## config.mk

```make
export PLATFORM = sky130hd
export DESIGN_NAME = rpn_cpu
export DESIGN_NICKNAME = d
export VERILOG_FILES = /design/src/rtl/rpn_cpu.sv
export SDC_FILE = /design/constraint.sdc
export NUM_CORES = 1
export LEC_CHECK = 0
export BUFFER_PORTS_ARGS = -buffer_cell sky130_fd_sc_hd__clkbuf_2
export CAP_MARGIN = 0
export CORE_AREA = 2 2 147 149
export DETAILED_ROUTE_END_ITERATION = 7
export DIE_AREA = 0 0 149 151
export HOLD_SLACK_MARGIN = 0.08
export PLACE_DENSITY = 0.61
export SYNTH_ARGS = -nofsm -noshare
export SYNTH_HDL_FRONTEND = slang
export SYNTH_SLANG_ARGS = --single-unit
```

## constraint.sdc

```tcl
create_clock -name Clock -period 15 [get_ports Clock]
set_input_delay 3 -clock Clock [delete_from_list [all_inputs] [get_ports Clock]]
set_output_delay 3 -clock Clock [all_outputs]
set_load 0.005 [all_outputs]
```

## src/rtl/rpn_cpu.sv

```systemverilog
// RPN calculator core: synchronised button edges drive a small micro-sequencer
// operating on an 8-entry signed stack; outputs are refreshed in the UPD step.
module rpn_cpu #(
   parameter int DEPTH     = 8,
   parameter int SLOW_BITS = 24
) (
   input  logic       Clock,
   input  logic       Reset,
   input  logic [7:0] Din,
   input  logic       Sample,
   input  logic [2:0] Btns,
   input  logic       Turbo,
   output logic [7:0] Dout,
   output logic       Dval,
   output logic [5:0] GPO,
   output logic [3:0] Debug,
   output logic [7:0] IP
);

   localparam int CW = $clog2(DEPTH + 1);
   localparam int IW = $clog2(DEPTH);
   localparam logic [CW-1:0] DEPTH_C = CW'(DEPTH);

   typedef enum logic [7:0] {
      S_INIT = 8'h00,
      S_IDLE = 8'h01,
      S_PUSH = 8'h10,
      S_POP  = 8'h20,
      S_ADD  = 8'h30,
      S_MUL  = 8'h40,
      S_UPD  = 8'h50
   } state_t;

   typedef enum logic [1:0] {R_PUSH, R_POP, R_ADD, R_MUL} req_t;

   state_t state_q, state_d;
   req_t   req_q, req_d;
   logic   pend_q, pend_d;
   logic [3:0] sync1_q, sync1_d, sync2_q, sync2_d, prev_q, prev_d;
   logic [SLOW_BITS-1:0] slow_q, slow_d;
   logic signed [7:0] stack_q [DEPTH];
   logic signed [7:0] stack_d [DEPTH];
   logic [CW-1:0] cnt_q, cnt_d;
   logic err_q, err_d, ovf_q, ovf_d;
   logic [7:0] dout_q, dout_d;
   logic dval_q, dval_d;
   logic [5:0] gpo_q, gpo_d;

   logic step;
   logic [3:0] edge_v;
   logic [IW-1:0] top_idx, sec_idx;
   logic signed [7:0] op_a, op_b;
   logic signed [8:0] sum;
   logic signed [15:0] prod;

   assign step = Turbo | (slow_q == '1);

   always_ff @(posedge Clock or posedge Reset) begin
      if (Reset) state_q <= S_INIT;
      else       state_q <= state_d;
   end

   always_comb begin
      state_d = state_q;
      if (step) begin
         case (state_q)
            S_INIT: state_d = S_IDLE;
            S_IDLE:
               if (pend_q) begin
                  case (req_q)
                     R_PUSH:  state_d = S_PUSH;
                     R_POP:   state_d = S_POP;
                     R_ADD:   state_d = S_ADD;
                     default: state_d = S_MUL;
                  endcase
               end
            S_PUSH, S_POP, S_ADD, S_MUL: state_d = S_UPD;
            default: state_d = S_IDLE;
         endcase
      end
   end

   always_comb begin
      IP   = state_q;
      Dout = dout_q;
      Dval = dval_q;
      GPO  = gpo_q;
      case (state_q)
         S_INIT:  Debug = 4'd0;
         S_IDLE:  Debug = 4'd1;
         S_PUSH:  Debug = 4'd2;
         S_POP:   Debug = 4'd3;
         S_ADD:   Debug = 4'd4;
         S_MUL:   Debug = 4'd5;
         S_UPD:   Debug = 4'd6;
         default: Debug = 4'd0;
      endcase
   end

   always_comb begin
      sync1_d = {Sample, Btns};
      sync2_d = sync1_q;
      prev_d  = sync2_q;
      edge_v  = sync2_q & ~prev_q;
      slow_d  = slow_q + SLOW_BITS'(1);
      pend_d  = pend_q;
      req_d   = req_q;
      // Requests are accepted only while the sequencer waits; the clear on dispatch wins.
      if (step && state_q == S_IDLE && pend_q) begin
         pend_d = 1'b0;
      end else if (!pend_q && (state_q == S_INIT || state_q == S_IDLE) && (edge_v != '0)) begin
         pend_d = 1'b1;
         if (edge_v[3])      req_d = R_PUSH;
         else if (edge_v[2]) req_d = R_POP;
         else if (edge_v[1]) req_d = R_ADD;
         else                req_d = R_MUL;
      end
   end

   always_comb begin
      stack_d = stack_q;
      cnt_d   = cnt_q;
      err_d   = err_q;
      ovf_d   = ovf_q;
      dout_d  = dout_q;
      dval_d  = dval_q;
      gpo_d   = gpo_q;
      top_idx = IW'(cnt_q - CW'(1));
      sec_idx = IW'(cnt_q - CW'(2));
      op_a    = stack_q[top_idx];
      op_b    = stack_q[sec_idx];
      sum     = 9'(op_b) + 9'(op_a);
      prod    = 16'(op_b) * 16'(op_a);
      if (step) begin
         case (state_q)
            S_PUSH:
               if (cnt_q < DEPTH_C) begin
                  stack_d[IW'(cnt_q)] = Din;
                  cnt_d = cnt_q + CW'(1);
                  err_d = 1'b0;
               end else begin
                  err_d = 1'b1;
               end
            S_POP:
               if (cnt_q != '0) begin
                  cnt_d = cnt_q - CW'(1);
                  err_d = 1'b0;
               end else begin
                  err_d = 1'b1;
               end
            S_ADD, S_MUL:
               if (cnt_q >= CW'(2)) begin
                  cnt_d = cnt_q - CW'(1);
                  err_d = 1'b0;
                  if (state_q == S_ADD) begin
                     stack_d[sec_idx] = sum[7:0];
                     ovf_d = sum[8] != sum[7];
                  end else begin
                     stack_d[sec_idx] = prod[7:0];
                     ovf_d = (prod[15:7] != '0) && (prod[15:7] != '1);
                  end
               end else begin
                  err_d = 1'b1;
               end
            S_UPD: begin
               dout_d = (cnt_q == '0) ? '0 : op_a;
               dval_d = cnt_q != '0;
               gpo_d  = {err_q, ovf_q, 4'(cnt_q)};
            end
            default: ;
         endcase
      end
   end

   always_ff @(posedge Clock or posedge Reset) begin
      if (Reset) begin
         sync1_q <= '0;
         sync2_q <= '0;
         prev_q  <= '0;
         slow_q  <= '0;
         pend_q  <= 1'b0;
         req_q   <= R_PUSH;
         stack_q <= '{default: '0};
         cnt_q   <= '0;
         err_q   <= 1'b0;
         ovf_q   <= 1'b0;
         dout_q  <= '0;
         dval_q  <= 1'b0;
         gpo_q   <= '0;
      end else begin
         sync1_q <= sync1_d;
         sync2_q <= sync2_d;
         prev_q  <= prev_d;
         slow_q  <= slow_d;
         pend_q  <= pend_d;
         req_q   <= req_d;
         stack_q <= stack_d;
         cnt_q   <= cnt_d;
         err_q   <= err_d;
         ovf_q   <= ovf_d;
         dout_q  <= dout_d;
         dval_q  <= dval_d;
         gpo_q   <= gpo_d;
      end
   end

endmodule

```

Yosys cells after proc, flatten, opt, wreduce, memory -nomap -nowiden. Index checks and enable logic that the tools add are counted. Widths: inputs -> output; s select.

Register bits after elaboration: 132. Bits of input ports: 15. Output and inout bits: 27. Word-level logic and storage cells: 119.

$add $sub $neg: 5. $mul: 1. $lt $le $gt $ge: 7. Eq/ne operators: 15. Multiplexer cells: 36. Bitwise gates (word level): 7. Reductions and logical operators: 27.

Operator list (number): $bwmux 64 (3); $mux 64 (3); $pmux 64 s2 (1); $mux 8 (8); $bmux 8 s3 (2); $demux 8 s3 (2); $add 24x1->24 const B (1); $eq 24x24->1 const B (1); $pmux 7 s3 (1); $pmux 3 s6 (1); $eq 8x6->1 const B (2); $eq 8x7->1 const B (2); $mul 8x8->16 (1); $pmux 8 s2 (1); $ge 4x4->1 const B (3); $mux 4 (3); $not 3->4 (3); $pmux 4 s3 (1); $add 8x8->9 (1); $ne 9x9->1 const B (1); $reduce_bool 9->1 (1); $eq 8x1->1 const B (1); $eq 8x5->1 const B (1); $logic_not 8->1 (1); other kinds (31) (53).

Longest topological paths before layout.
Word-level depth: 10. Depth in mapped cells: 28. Depth with buffers taken out: 24.

Worst setup path after synthesis. OpenSTA, ideal clock, no wires.

Kind: flip-flop to flip-flop. Start point: reg cnt_q[1]. End point: reg ovf_q. Library setup time: 0.076 ns. Data arrival time: 7.425 ns. Required time: 14.924 ns. Setup slack: 7.499 ns. Stages on the path, launching flop included: 25. Buffers on the path: 4. Period minus slack after synthesis: 7.501 ns. Cells stage by stage: dfrtp_1 buf_2 clkbuf_1 inv_1 ha_1 clkbuf_1 clkbuf_1 mux4_2 mux2i_1 inv_1 ha_1 fa_1 inv_1 fa_1 fa_1 fa_1 inv_1 ha_1 or2_2 o31a_1 or4b_2 nand4b_1 nor4_1 a41o_1 o21ai_1.

Cells in the longest elaborated chain, start to end: 9. Elaborated cells on any way between the ends: 19. Classes of those cells: add/sub (3); mul (1); order compare (1); eq/ne (2); mux (7); bitwise (2); reduce/logical (3).

RTL lines: start, declared (line 43) `logic [CW-1:0] cnt_q, cnt_d;`; start signal, assigned (line 198) `cnt_q <= cnt_d;`; $sub 4x1->4 / $sub 3x2->3 (equally long branches); $not 3->4, on equally long branches (line 130, 131); $bmux 8 s3, on equally long branches (line 130, 131); $mux 8, on equally long branches (2 in a row) (line 130, 131); $mul 8x8->16 (line 133) `prod = 16'(op_b) * 16'(op_a);`; $ne 9x9->1 / $reduce_bool 9->1 (equally long branches) (line 160) `ovf_d = (prod[15:7] != '0) && (prod[15:7] != '1);`; $logic_and 1x1->1 (line 160); $mux 1 (line 155) `if (state_q == S_ADD) begin`; end signal, assigned (line 200) `ovf_q <= ovf_d;`; end, declared (line 44) `logic err_q, err_d, ovf_q, ovf_d;`.

Several ways; a longest one is shown, not always the timed one. The select of a mux whose other input is x is not followed. A chain may end at the register's enable or synchronous reset.

Final worst setup path.
Start point: reg cnt_q[0]. End point: reg ovf_q.

Same word-level chain as after synthesis.

==> impl_metrics.yaml <==
sta:
  whs_ns: 0.353
  tightestPinTransition_ns: 1.10
  maxSlewHeadroom_pct: 26.4
  min_period_over_period_pct: 55.2
  skew_ns: 0.0106
  final_max_slew_viol_count: 0
  hold_viol_final: 0
  fmaxAchievable_ghz: 0.121
  tns_ns: 0
  rsz0062_at_grt: "no"
  setup_viol: 0
  min_period_ns: 8.28
yosys:
  ys_warn_count: 0
  synth-seq-cells: 128
  synth_area_mm2: 0.00971
  postSynth.asyncResetShare_pct: 100
  synth_cell_types: 61
  syn_avg_cell_area_um2: 10.1
  yosys_most_used_dff: "dfrtp_1"
  synth_edf_count: 0
  syn_inst: 965
  ys_seq_area_share_pct: 33.0
layout:
  multi_input_area_mm2: 0.00583
  area_delta_synth_final_pct: 9.96
  nNetsFinal: 1099
  fill_cells: 1914
  drive_above_1_share_pct: 13.5
  num_antenna_cells: 0
  final_common_cell: "dfrtp_1"
  regArea_mm2: 0.00320
  mostFrequentLayoutCells: "dfrtp_1 (127), inv_1 (113), nand2_1 (84)"
  final_util_pct: 51.3
place:
  post-dp-hpwl_mm: 17.9
  io_buffer_count: 36
  place_congestion: 0.919
clocking:
  cts.repair.resized: 0
  cts.sinks: 128
  cts_buffers: 17
  cts.reportedPaths.clkPinSlew_ns: 0.06
  cts_buffer_depth: 2
  clock_latency_ns: 0.42
  cts-root-buf: "clkbuf_16"
  cts_setup_buffers: 0
  htreeDepth: 4
  cts_hold_buf: 0
  cts_tree: "done"
critical_path:
  required_ns: 15.29
  crit_buf_inv: 6
  cp_num_cells: 24
  arrival_ns: 8.58
  crit_top_cell: "inv_1"
  end_kind: "flip-flop"
  cp_top_family: "adder cells"
  slowest_delay_ns: 0.99
  rr_worst_depth: 24
  slowest_stage: "ha_1"
  start_kind: "flip-flop"
  crit_path_cell_trace: "buf_4 -> inv_1 -> ha_1 -> mux4_2 -> mux2i_1 -> inv_1 -> nand2_1 -> inv_1 -> ha_1 -> inv_1 -> fa_1 -> fa_1 -> fa_1 -> inv_1 -> ha_1 -> nand3_1 -> o211ai_1 -> o311a_1 -> o21ai_0 -> a21oi_1 -> xnor2_1 -> nor4_1 -> a41o_1 -> o21ai_1"
  critPathKind: "reg -> reg"
  worstPathMaxFanout: 47
grt:
  antenna_found_initial: 0
  grt_usage_pct: 22.8
  grt_pass1_wl_mm: 39.8
  grt-ovfl-total: 0
  grt_pass1_vias: 7383
  grt_max_degree: 76
route:
  vias: 7258
  drt-initial-drc-count: 594
  drc: 0
  routed_via_density: 5.74
  drtAntennaViolNets: 0
  drtPass1Iterations: 5
  post_drt_wl_per_cell_um: 18.9
  drt-total-wl_mm: 23.9
worst_hold_path:
  hold_class: "reg -> reg"
  hold_path_depth: 0
run_status:
  outcome: "complete, no violations"
floorplan:
  core_mm2: 0.0208
  fp.dieH_um: 151
  dieArea_mm2: 0.0225
  boundaryPins: 42
  die_x_um: 149
  start_util_pct: 46.6
  num_rows: 53
job:
  cap_viol_max_count: 0
==> flip-flops by register name, summed over array words and instances, names as in the netlist <==
signal	count
slow_q	24
cnt_q	4
Dout	8
Dval	1
sync1_q	4
IP	4
req_q	2
pend_q	1
ovf_q	1
GPO	6
err_q	1
prev_d	4
stack_q	64
prev_q	4
==> cell families after synthesis <==
logic type | synth area share (%)
AND/OR/NAND/NOR | 11.7
adder cells (fa/ha/maj) | 18.0
flip-flops | 33.0
XOR/XNOR | 4.41
buffers and inverters | 7.12
multiplexers | 10.0
other | 0.0386
AO/OA/AOI/OAI | 15.8
==> synthesized netlist by cell type, types with 8 or more instances <==
cell,n,area [um^2]
nand2_1,84,315
fa_1,56,1120
and3_1,28,175
xnor2_1,37,324
mux2i_1,19,190
a22oi_1,26,195
o21ai_0,49,245
o21ai_2,8,70.1
dfrtp_1,128,3200
a22o_1,32,280
mux4_2,32,721
xor2_1,10,87.6
buf_2,9,45.0
buf_1,12,45.0
inv_1,114,428
o2bb2ai_1,24,210
nor2_1,69,259
nor3_1,10,50.1
clkbuf_1,27,101
a221o_1,8,80.1
a21oi_1,19,95.1
ha_1,50,626
nand3_1,19,95.1
o31ai_1,10,75.1
==> cell type report <==
class                           count  area share, %
Multi-Input combinational cell    669           54.6
Sequential cell                   128           30.0
Clock buffer                       19           4.15
Inverter                          116           4.10
Tap cell                          275           3.22
Timing Repair Buffer               46           2.39
Clock inverter                     12           1.51
==> metal layers <==
layer  track usage, %  wire (um)  vias up
met5                0          0        -
met4             5.14        252        0
met3             4.04       1290       22
met2             37.6      11700      229
met1             31.6      10600     3642
li1                 -          -     3365
==> worst paths after layout <==
kind	start	end	slack, ns
setup / recovery	cnt_q[0]	ovf_q	6.72
hold / removal	sync1_q[2]	prev_d[2]	0.35
setup reg to reg	cnt_q[0]	ovf_q	6.72
hold reg to reg	sync1_q[2]	prev_d[2]	0.35
max in group asynchronous	Reset	cnt_q[0]	10.85
min in group asynchronous	Reset	slow_q[23]	2.68
==> through the flow <==
step | instances | cell area (um^2) | setup slack, ns
finish | 1265 | 10700 | 6.72
CTS | 1265 | 10700 | 6.69
global placement | 1234 | 10100 | 6.85
floorplan | 969 | 9720 | 7.50
detailed placement | 1234 | 10100 | 6.68
global route | 1265 | 10700 | 6.08
Power is not shown: default switching activity piles up to over one toggle a cycle in this logic, so the estimate is an artifact.
